<file path="src/rtl/multiplicador_seq_if.sv">
// Handshake and operand/result bundle for the sequential price multiplier.
// master drives start and operands; slave returns busy/done and the result.
interface multiplicador_seq_if #(
    parameter int W_PESO  = 12,
    parameter int W_PKG   = 10,
    parameter int W_PRECO = 10
);
    logic               start;
    logic [W_PESO-1:0]  quilos_tara;
    logic [W_PKG-1:0]   eurosporquilo;
    logic               busy;
    logic               done;
    logic [W_PRECO-1:0] preco;
    logic               overflow;

    modport master (
        output start, quilos_tara, eurosporquilo,
        input  busy, done, preco, overflow
    );

    modport slave (
        input  start, quilos_tara, eurosporquilo,
        output busy, done, preco, overflow
    );
endinterface

</file>
<file path="src/rtl/multiplicador_seq.sv">
// Shift-add multiplier: price = weight x price-per-kilo, one weight bit per
// cycle, with truncating fixed-point shift and saturation on the last step.
module multiplicador_seq #(
    parameter int W_PESO  = 12,
    parameter int W_PKG   = 10,
    parameter int W_PRECO = 10,
    parameter int SHIFT   = 0
) (
    input  logic clk,
    input  logic reset,
    multiplicador_seq_if.slave bus
);
    localparam int AW = W_PESO + W_PKG;
    localparam int CW = (W_PESO > 1) ? $clog2(W_PESO) : 1;

    typedef enum logic {IDLE, CALC} state_t;

    state_t             state_q;
    logic [W_PESO-1:0]  peso_q;
    logic [W_PKG-1:0]   pkg_q;
    logic [AW-1:0]      acc_q;
    logic [CW-1:0]      cnt_q;
    logic               busy_q;
    logic               done_q;
    logic               ovf_q;
    logic [W_PRECO-1:0] preco_q;

    logic [AW-1:0]      addend_d;
    logic [AW-1:0]      acc_d;
    logic [AW-1:0]      res_d;
    logic               ovf_d;
    logic [W_PRECO-1:0] preco_d;
    logic               last_d;

    always_comb begin
        addend_d = peso_q[cnt_q] ? (AW'(pkg_q) << cnt_q) : '0;
        acc_d    = acc_q + addend_d;
        res_d    = acc_d >> SHIFT;
        // any bit above the result width means the value cannot be shown
        ovf_d    = (res_d >> W_PRECO) != '0;
        preco_d  = ovf_d ? '1 : W_PRECO'(res_d);
        last_d   = (cnt_q == CW'(W_PESO - 1));
    end

    always_ff @(posedge clk) begin
        if (reset) begin
            state_q <= IDLE;
            peso_q  <= '0;
            pkg_q   <= '0;
            acc_q   <= '0;
            cnt_q   <= '0;
            busy_q  <= 1'b0;
            done_q  <= 1'b0;
            ovf_q   <= 1'b0;
            preco_q <= '0;
        end else begin
            done_q <= 1'b0;
            unique case (state_q)
                IDLE: begin
                    if (bus.start) begin
                        peso_q  <= bus.quilos_tara;
                        pkg_q   <= bus.eurosporquilo;
                        acc_q   <= '0;
                        cnt_q   <= '0;
                        busy_q  <= 1'b1;
                        state_q <= CALC;
                    end
                end
                CALC: begin
                    acc_q <= acc_d;
                    cnt_q <= cnt_q + CW'(1);
                    if (last_d) begin
                        preco_q <= preco_d;
                        ovf_q   <= ovf_d;
                        done_q  <= 1'b1;
                        busy_q  <= 1'b0;
                        state_q <= IDLE;
                    end
                end
            endcase
        end
    end

    assign bus.busy     = busy_q;
    assign bus.done     = done_q;
    assign bus.preco    = preco_q;
    assign bus.overflow = ovf_q;
endmodule

</file>
<file path="src/flat_wrapper.sv">
// flat-port wrapper written by rule: the top's interface ports become plain ports
module multiplicador_seq_flat 
#(
    parameter int W_PESO  = 12,
    parameter int W_PKG   = 10,
    parameter int W_PRECO = 10,
    parameter int SHIFT   = 0
)
  (clk, reset, bus_start, bus_quilos_tara, bus_eurosporquilo, bus_busy, bus_done, bus_preco, bus_overflow);
  multiplicador_seq_if #(.W_PESO(W_PESO), .W_PKG(W_PKG), .W_PRECO(W_PRECO)) bus_i ();
  input  logic clk;
  input  logic reset;
  input wire logic [$bits(bus_i.start)-1:0] bus_start;
  input wire logic [$bits(bus_i.quilos_tara)-1:0] bus_quilos_tara;
  input wire logic [$bits(bus_i.eurosporquilo)-1:0] bus_eurosporquilo;
  output wire logic [$bits(bus_i.busy)-1:0] bus_busy;
  output wire logic [$bits(bus_i.done)-1:0] bus_done;
  output wire logic [$bits(bus_i.preco)-1:0] bus_preco;
  output wire logic [$bits(bus_i.overflow)-1:0] bus_overflow;
  assign bus_i.start = bus_start;
  assign bus_i.quilos_tara = bus_quilos_tara;
  assign bus_i.eurosporquilo = bus_eurosporquilo;
  assign bus_busy = bus_i.busy;
  assign bus_done = bus_i.done;
  assign bus_preco = bus_i.preco;
  assign bus_overflow = bus_i.overflow;
  multiplicador_seq #(.W_PESO(W_PESO), .W_PKG(W_PKG), .W_PRECO(W_PRECO), .SHIFT(SHIFT)) u_core (.clk(clk), .reset(reset), .bus(bus_i));
endmodule
</file>
<file path="config.mk">
export PLATFORM = sky130hd
export DESIGN_NAME = multiplicador_seq_flat
export DESIGN_NICKNAME = d
export VERILOG_FILES = /design/src/rtl/multiplicador_seq_if.sv /design/src/rtl/multiplicador_seq.sv /design/src/flat_wrapper.sv
export SDC_FILE = /design/constraint.sdc
export NUM_CORES = 1
export LEC_CHECK = 0
export CORE_MARGIN = 2
export CORE_UTILIZATION = 45
export DETAILED_ROUTE_END_ITERATION = 8
export GPL_TIMING_DRIVEN = 0
export PLACE_DENSITY = 0.74
export SLEW_MARGIN = 20
export SYNTH_ARGS = -nofsm -noshare
export SYNTH_HDL_FRONTEND = slang
export SYNTH_SLANG_ARGS = --single-unit
</file>
<file path="constraint.sdc">
create_clock -name clk -period 4.6 [get_ports clk]
set_input_delay 1.38 -clock clk [delete_from_list [all_inputs] [get_ports clk]]
set_output_delay 1.38 -clock clk [all_outputs]
set_load 0.01 [all_outputs]
</file>
==> flow_summary.json, run 1 <==
{
  "status": "complete, no violations",
  "synth_enable_flop_cells": 0,
  "synth_seq_area_share": 0.310,
  "io_pins": 38,
  "avgSynthCellArea_um2": 7.90,
  "cts.reportedPaths.clkPinSlew_ps": 80,
  "ys.flop_type": "dfxtp_1",
  "overflow": 0,
  "cts_hold_buf": 0,
  "insertion_delay_ps": 350,
  "dr.pass1.iters": 5,
  "ys_ff_latch": 62,
  "cts_tree": "built",
  "viasPerCell": 5.84,
  "synth_area_leaders": "dfxtp_1 31%, a21oi_1 7.9%, ha_1 6.9%",
  "clock.fmax_mhz": 226,
  "total_power_uw": 1170,
  "grt_max_degree": 12,
  "grt_pass1_wl_um": 17800,
  "num_rows": 34,
  "async_reset_ff_frac": 0,
  "synth_common_cells": "67 x nand2_1, 63 x a21oi_1, 62 x dfxtp_1",
  "dpl.cell_count": 651,
  "synth_cell_types": 55,
  "antennaDiodeCount": 0,
  "grt_pass1_vias": 3730,
  "syn_to_final_growth_pct": 20.8,
  "syn_area_mm2": 0.00400,
  "power.leakage_uw": 0.00181,
  "gp_congestion": 1.03,
  "synthCells": 507,
  "die-height_um": 98.3,
  "coreArea_mm2": 0.00868,
  "clock-sinks": 62,
  "antenna_found_initial": 0,
  "drv_cap": 0,
  "die_area_mm2": 0.00967,
  "portBuffers": 36,
  "setup_violations": 0,
  "clock_skew_ps": 9.48,
  "num-nets-final": 606,
  "vias": 3910,
  "dp_hpwl_um": 8250,
  "hold_violations": 0,
  "drt_iter0_markers": 254,
  "yosys.area.top_type": "dfxtp_1",
  "synth.most_common_cell": "nand2_1",
  "routed_wl_um": 11100,
  "cp_max_fo": 10,
  "holdWs_ps": 456,
  "wl_per_cell_um": 16.5,
  "drive_gt1_frac": 0.119,
  "crit_type": "reg2reg",
  "worst_slew_pin_slew_ps": 765,
  "cts-root-buf": "clkbuf_8",
  "drv_slew": 0,
  "start_util": 0.461,
  "grt_setup_unrepaired": "false",
  "crit_path_start_kind": "flip-flop",
  "final_antenna_net_count": 0,
  "htreeDepth": 3,
  "yosysTopAreaCellShare": 0.310,
  "fin_crit_sh": 0.964,
  "worstPathRequired_ps": 4800,
  "hold_class": "reg2reg",
  "grt_usage": 0.225,
  "max_slew_margin": 0.490,
  "ys.warnings.count": 0,
  "die_w_um": 98.3,
  "end_kind": "flip-flop",
  "pwr_density_cell_mw_per_mm2": 242,
  "cts_buffers": 9,
  "cts.path.max_buffers": 2,
  "min_period_ps": 4430,
  "drc": 0,
  "synth_fp_nets": 555,
  "irDropWorstVdd_v": 0.000199,
  "crit_arrival_ps": 4640,
  "finalNonFillerCells": 670
}
-- registers in the layout, indices dropped and copies added (netlist names) --
register,flops
u_core.acc_q,22
u_core.bus.busy,1
u_core.bus.done,1
u_core.bus.overflow,1
u_core.bus.preco,10
u_core.cnt_q,4
u_core.peso_q,12
u_core.pkg_q,10
u_core.state_q,1
-- power breakdown --
part | switching, uW | leakage [uW] | total [uW] | internal (uW)
logic | 79.9 | 0.00122 | 138 | 57.6
registers | 10.4 | 0.000504 | 561 | 550
clock network | 228 | 0.0000911 | 474 | 246
-- through the flow --
| step | setup TNS [ps] | utilization | worst slack [ps] | cell area [um^2] |
|---|---|---|---|---|
| final | 0 | 0.557 | 167 | 4840 |
| after global routing | 0 | 0.557 | 2.37 | 4840 |
| after CTS | 0 | 0.552 | 18.9 | 4790 |
| after detailed placement | -9250 | 0.518 | -863 | 4500 |
| after global placement | -8120 | 0.518 | -757 | 4500 |
| after floorplan | 0 | - | 47.0 | 4000 |
-- worst paths after layout --
| kind | from | end | slack, ps | cells after the start |
|---|---|---|---|---|
| setup / recovery | u_core.cnt_q[0] | u_core.bus.preco[2] | 170 | 18 |
| hold / removal | u_core.peso_q[6] | u_core.peso_q[6] | 460 | 2 |
| setup reg to reg | u_core.cnt_q[0] | u_core.bus.preco[2] | 170 | 18 |
| hold reg to reg | u_core.peso_q[6] | u_core.peso_q[6] | 460 | 2 |
-- worst max-delay path, stage by stage (launching register included) --
cell	delay, ps
dfxtp_2	340
clkbuf_8	150
mux4_2	510
nand2_1	100
a21o_1	170
buf_8	130
nor2_1	60
ha_2	200
fa_2	410
a41oi_2	250
nor3b_2	90
o31a_1	280
or4_4	540
a2111oi_4	320
nand4_1	190
nor4_4	160
buf_4	190
buf_12	140
a211oi_2	60
-- routing by layer --
layer	up-vias	wire length, um	global-route usage
met5	-	0	0
met4	0	176	0.0727
met3	17	689	0.0465
met2	130	5400	0.379
met1	1844	4820	0.289
li1	1919	-	-
-- cell type report --
cell class              count  area, um^2
plain buffers              32         171
inverters                  14        52.6
fillers                   839        3840
repair buffers             40         390
well taps                 108         135
multi-input cells         399        2660
flip-flops and latches     62        1240
clock buffers               9         124
clock inverters             6        63.8
-- kinds of logic after synthesis --
family | after synthesis | share of synthesized area
compound gates | 148 | 0.252
mux | 23 | 0.0678
buf+inv | 46 | 0.0450
xor+xnor | 16 | 0.0350
simple gates | 189 | 0.217
fa+ha+maj | 23 | 0.0737
flops | 62 | 0.310
-- cells in the final DEF, fill, tap and decap left out, types with 3 or more instances in the layout --
cell              n
o31a_1            3
a31oi_1           4
a21oi_1          61
o21ai_0          13
or3_1             3
and3_1           15
nor3_1           11
nand4_1           4
clkdlybuf4s50_1  36
a21o_1            5
a211oi_1          5
nand2_1          66
o211ai_1          4
buf_4             5
o21a_1            3
nor2_1           59
dfxtp_1          61
mux2i_1          17
mux4_2            3
nor4_1            4
xnor2_1           8
nand3_1           6
xor2_1            8
ha_1             21
o21ba_2           5
a211oi_2         10
a2bb2oi_1         4
nor2b_1           6
o22ai_1           9
inv_1            14
clkbuf_1         23
mux2_2            3
clkbuf_8         10
o21bai_1          4
-- timing repair --
item                       in CTS  in global routing
resized for setup              22                 13
setup endpoints to repair      11                 11
setup buffers                   4                  0
pin swaps                       5                  5
Note: power is estimated with default switching activity, not from simulation.
==> run 2: changes to the inputs <==
SKIP_CTS_REPAIR_TIMING = 1   (was not set)
==> flow_summary.json, run 2 (synthesis results as in run 1) <==
{
  "min_period_ps": 4530,
  "start_util": 0.461,
  "pwr_density_cell_mw_per_mm2": 243,
  "final_util": 0.558,
  "dpl_cell_area_mm2": 0.00450,
  "combPwrFrac": 0.119,
  "overflow": 0,
  "cts_buffers": 9,
  "largest_registers": "u_core.acc_q: 22 flops, u_core.peso_q: 12 flops",
  "end_kind": "flip-flop",
  "antennaDiodeCount": 0,
  "gp_congestion": 1.03,
  "r2r_end": "u_core.bus.preco[2]",
  "path_common_cell": "buf_6",
  "p_int_uw": 854,
  "finalNonFillerCells": 670,
  "cp_cell_sequence": "buf_6, mux4_2, nand2_2, a21o_1, buf_6, nor2_1, ha_2, fa_2, a41oi_4, nor3b_4, o31a_1, or4_4, a2111oi_4, nand4_1, nor4_4, buf_6, buf_6, a211oi_2",
  "largest_reg_flops": 22,
  "crit_arrival_ps": 4730,
  "crit_type": "reg2reg",
  "dr.pass1.iters": 5,
  "antenna_found_initial": 0,
  "drc": 0,
  "cts_tree": "built",
  "regMostFlops": "u_core.acc_q",
  "cts-root-buf": "clkbuf_8",
  "crit_path_start": "u_core.cnt_q[0]",
  "wl_per_cell_um": 16.8,
  "p_sw_frac": 0.273,
  "coreArea_mm2": 0.00868,
  "grt_pass1_wl_um": 17300,
  "crit_path_start_kind": "flip-flop",
  "grt_usage": 0.218,
  "syn_to_final_growth_pct": 20.8,
  "io_pins": 38,
  "irDropWorstVdd_v": 0.000200,
  "routed_wl_um": 11300,
  "die_area_mm2": 0.00967,
  "worst_slew_pin_slew_ps": 768,
  "drive_gt1_frac": 0.123,
  "switchingPower_uw": 321,
  "path_buf_inv": 4,
  "power.leakage_uw": 0.00183,
  "final_antenna_net_count": 0,
  "crit_slowest_cell": "mux4_2",
  "viasPerCell": 5.90,
  "status": "complete, no violations",
  "cts.path.max_buffers": 2,
  "fin_setup_tns_ps": 0,
  "pwr-share-seq": 0.477,
  "die-height_um": 98.3,
  "worstReg2RegStart": "u_core.cnt_q[0]",
  "rrSetupSlack_ps": 70,
  "dpl.cell_count": 651,
  "hold_class": "reg2reg",
  "die_w_um": 98.3,
  "stdcell_area_mm2": 0.00484,
  "insertion_delay_ps": 350,
  "max_slew_margin": 0.488,
  "cpPeakStageDelay_ps": 520,
  "grt_max_degree": 12,
  "path_depth": 18,
  "layout_common_cells": "66 x nand2_1, 61 x a21oi_1, 61 x dfxtp_1, 59 x nor2_1, 36 x clkdlybuf4s50_1",
  "drv_slew": 0,
  "htreeDepth": 3,
  "clock-sinks": 62,
  "drt_iter0_markers": 225,
  "clock.fmax_mhz": 221,
  "dp_hpwl_um": 8250,
  "clock_skew_ps": 12.0,
  "mostFrequentLayoutCell": "nand2_1",
  "drv_cap": 0,
  "worstPathRequired_ps": 4800,
  "clkPwrFrac": 0.404,
  "crit_family": "simple AND/OR/NAND/NOR gates",
  "hold_violations": 0,
  "num_rows": 34,
  "vias": 3955,
  "setup_violations": 0,
  "r2r_cells": 18,
  "num-nets-final": 606,
  "grt_pass1_vias": 3645,
  "cts.reportedPaths.clkPinSlew_ps": 80,
  "crit_end": "u_core.bus.preco[2]",
  "portBuffers": 36,
  "fin_crit_sh": 0.985,
  "nFillCells": 832,
  "cp_max_fo": 5
}
## run 2: changes by cell type in the layout (fill, tap and decap cells not counted), sizes merged
cell,before,now
buf,9,14
clkbuf,36,31
## run 2: metal layers
metal / GRT usage / routed length (um) / up-vias
met4: 0.0748 / 191 / 0
met3: 0.0580 / 724 / 21
met1: 0.276 / 4890 / 1862
met2: 0.361 / 5470 / 147
li1: - / - / 1925
met5: 0 / 0 / -
## run 2: layout make-up
cell class | instances | area [um^2] | share of cell area
Timing Repair Buffer | 41 | 403 | 0.0833
Multi-Input combinational cell | 399 | 2670 | 0.552
Inverter | 14 | 52.6 | 0.0109
Tap cell | 108 | 135 | 0.0279
Clock inverter | 6 | 63.8 | 0.0132
Sequential cell | 62 | 1240 | 0.257
Buffer | 31 | 148 | 0.0305
Clock buffer | 9 | 124 | 0.0256
## run 2: worst min path at each step
stage	slack, ps	end	from	depth (start not counted)
finish	460	u_core.peso_q[6]	u_core.peso_q[6]	2
CTS	460	u_core.peso_q[6]	u_core.peso_q[6]	2
global placement	440	u_core.peso_q[2]	u_core.peso_q[2]	2
floorplan	430	u_core.peso_q[10]	u_core.peso_q[10]	2
detailed placement	450	u_core.peso_q[6]	u_core.peso_q[6]	2
global route	480	u_core.peso_q[9]	u_core.peso_q[9]	2
## run 2: stage by stage
step	hold slack, ps	setup slack [ps]	power, uW
2_1_floorplan	433	47.0	651
3_3_place_gp	441	-757	699
3_5_place_dp	447	-863	702
4_1_cts	458	-851	1170
5_1_grt	479	-36.6	1210
6_report	456	69.5	1180
## run 2: power groups by stage
stage	logic (uW)	clock network (uW)	registers, uW
6_report	139	475	561
4_1_cts	130	480	560
2_1_floorplan	81.3	0	570
3_5_place_dp	130	0	572
5_1_grt	150	499	562
3_3_place_gp	127	0	572
## run 2: tightest hold or removal path: cells and delay by family (launching register included)
kind	cells	cell delay, ps
DFF	1	310
and+or+nand+nor	1	50
AOI/OAI and AO/OA	1	50
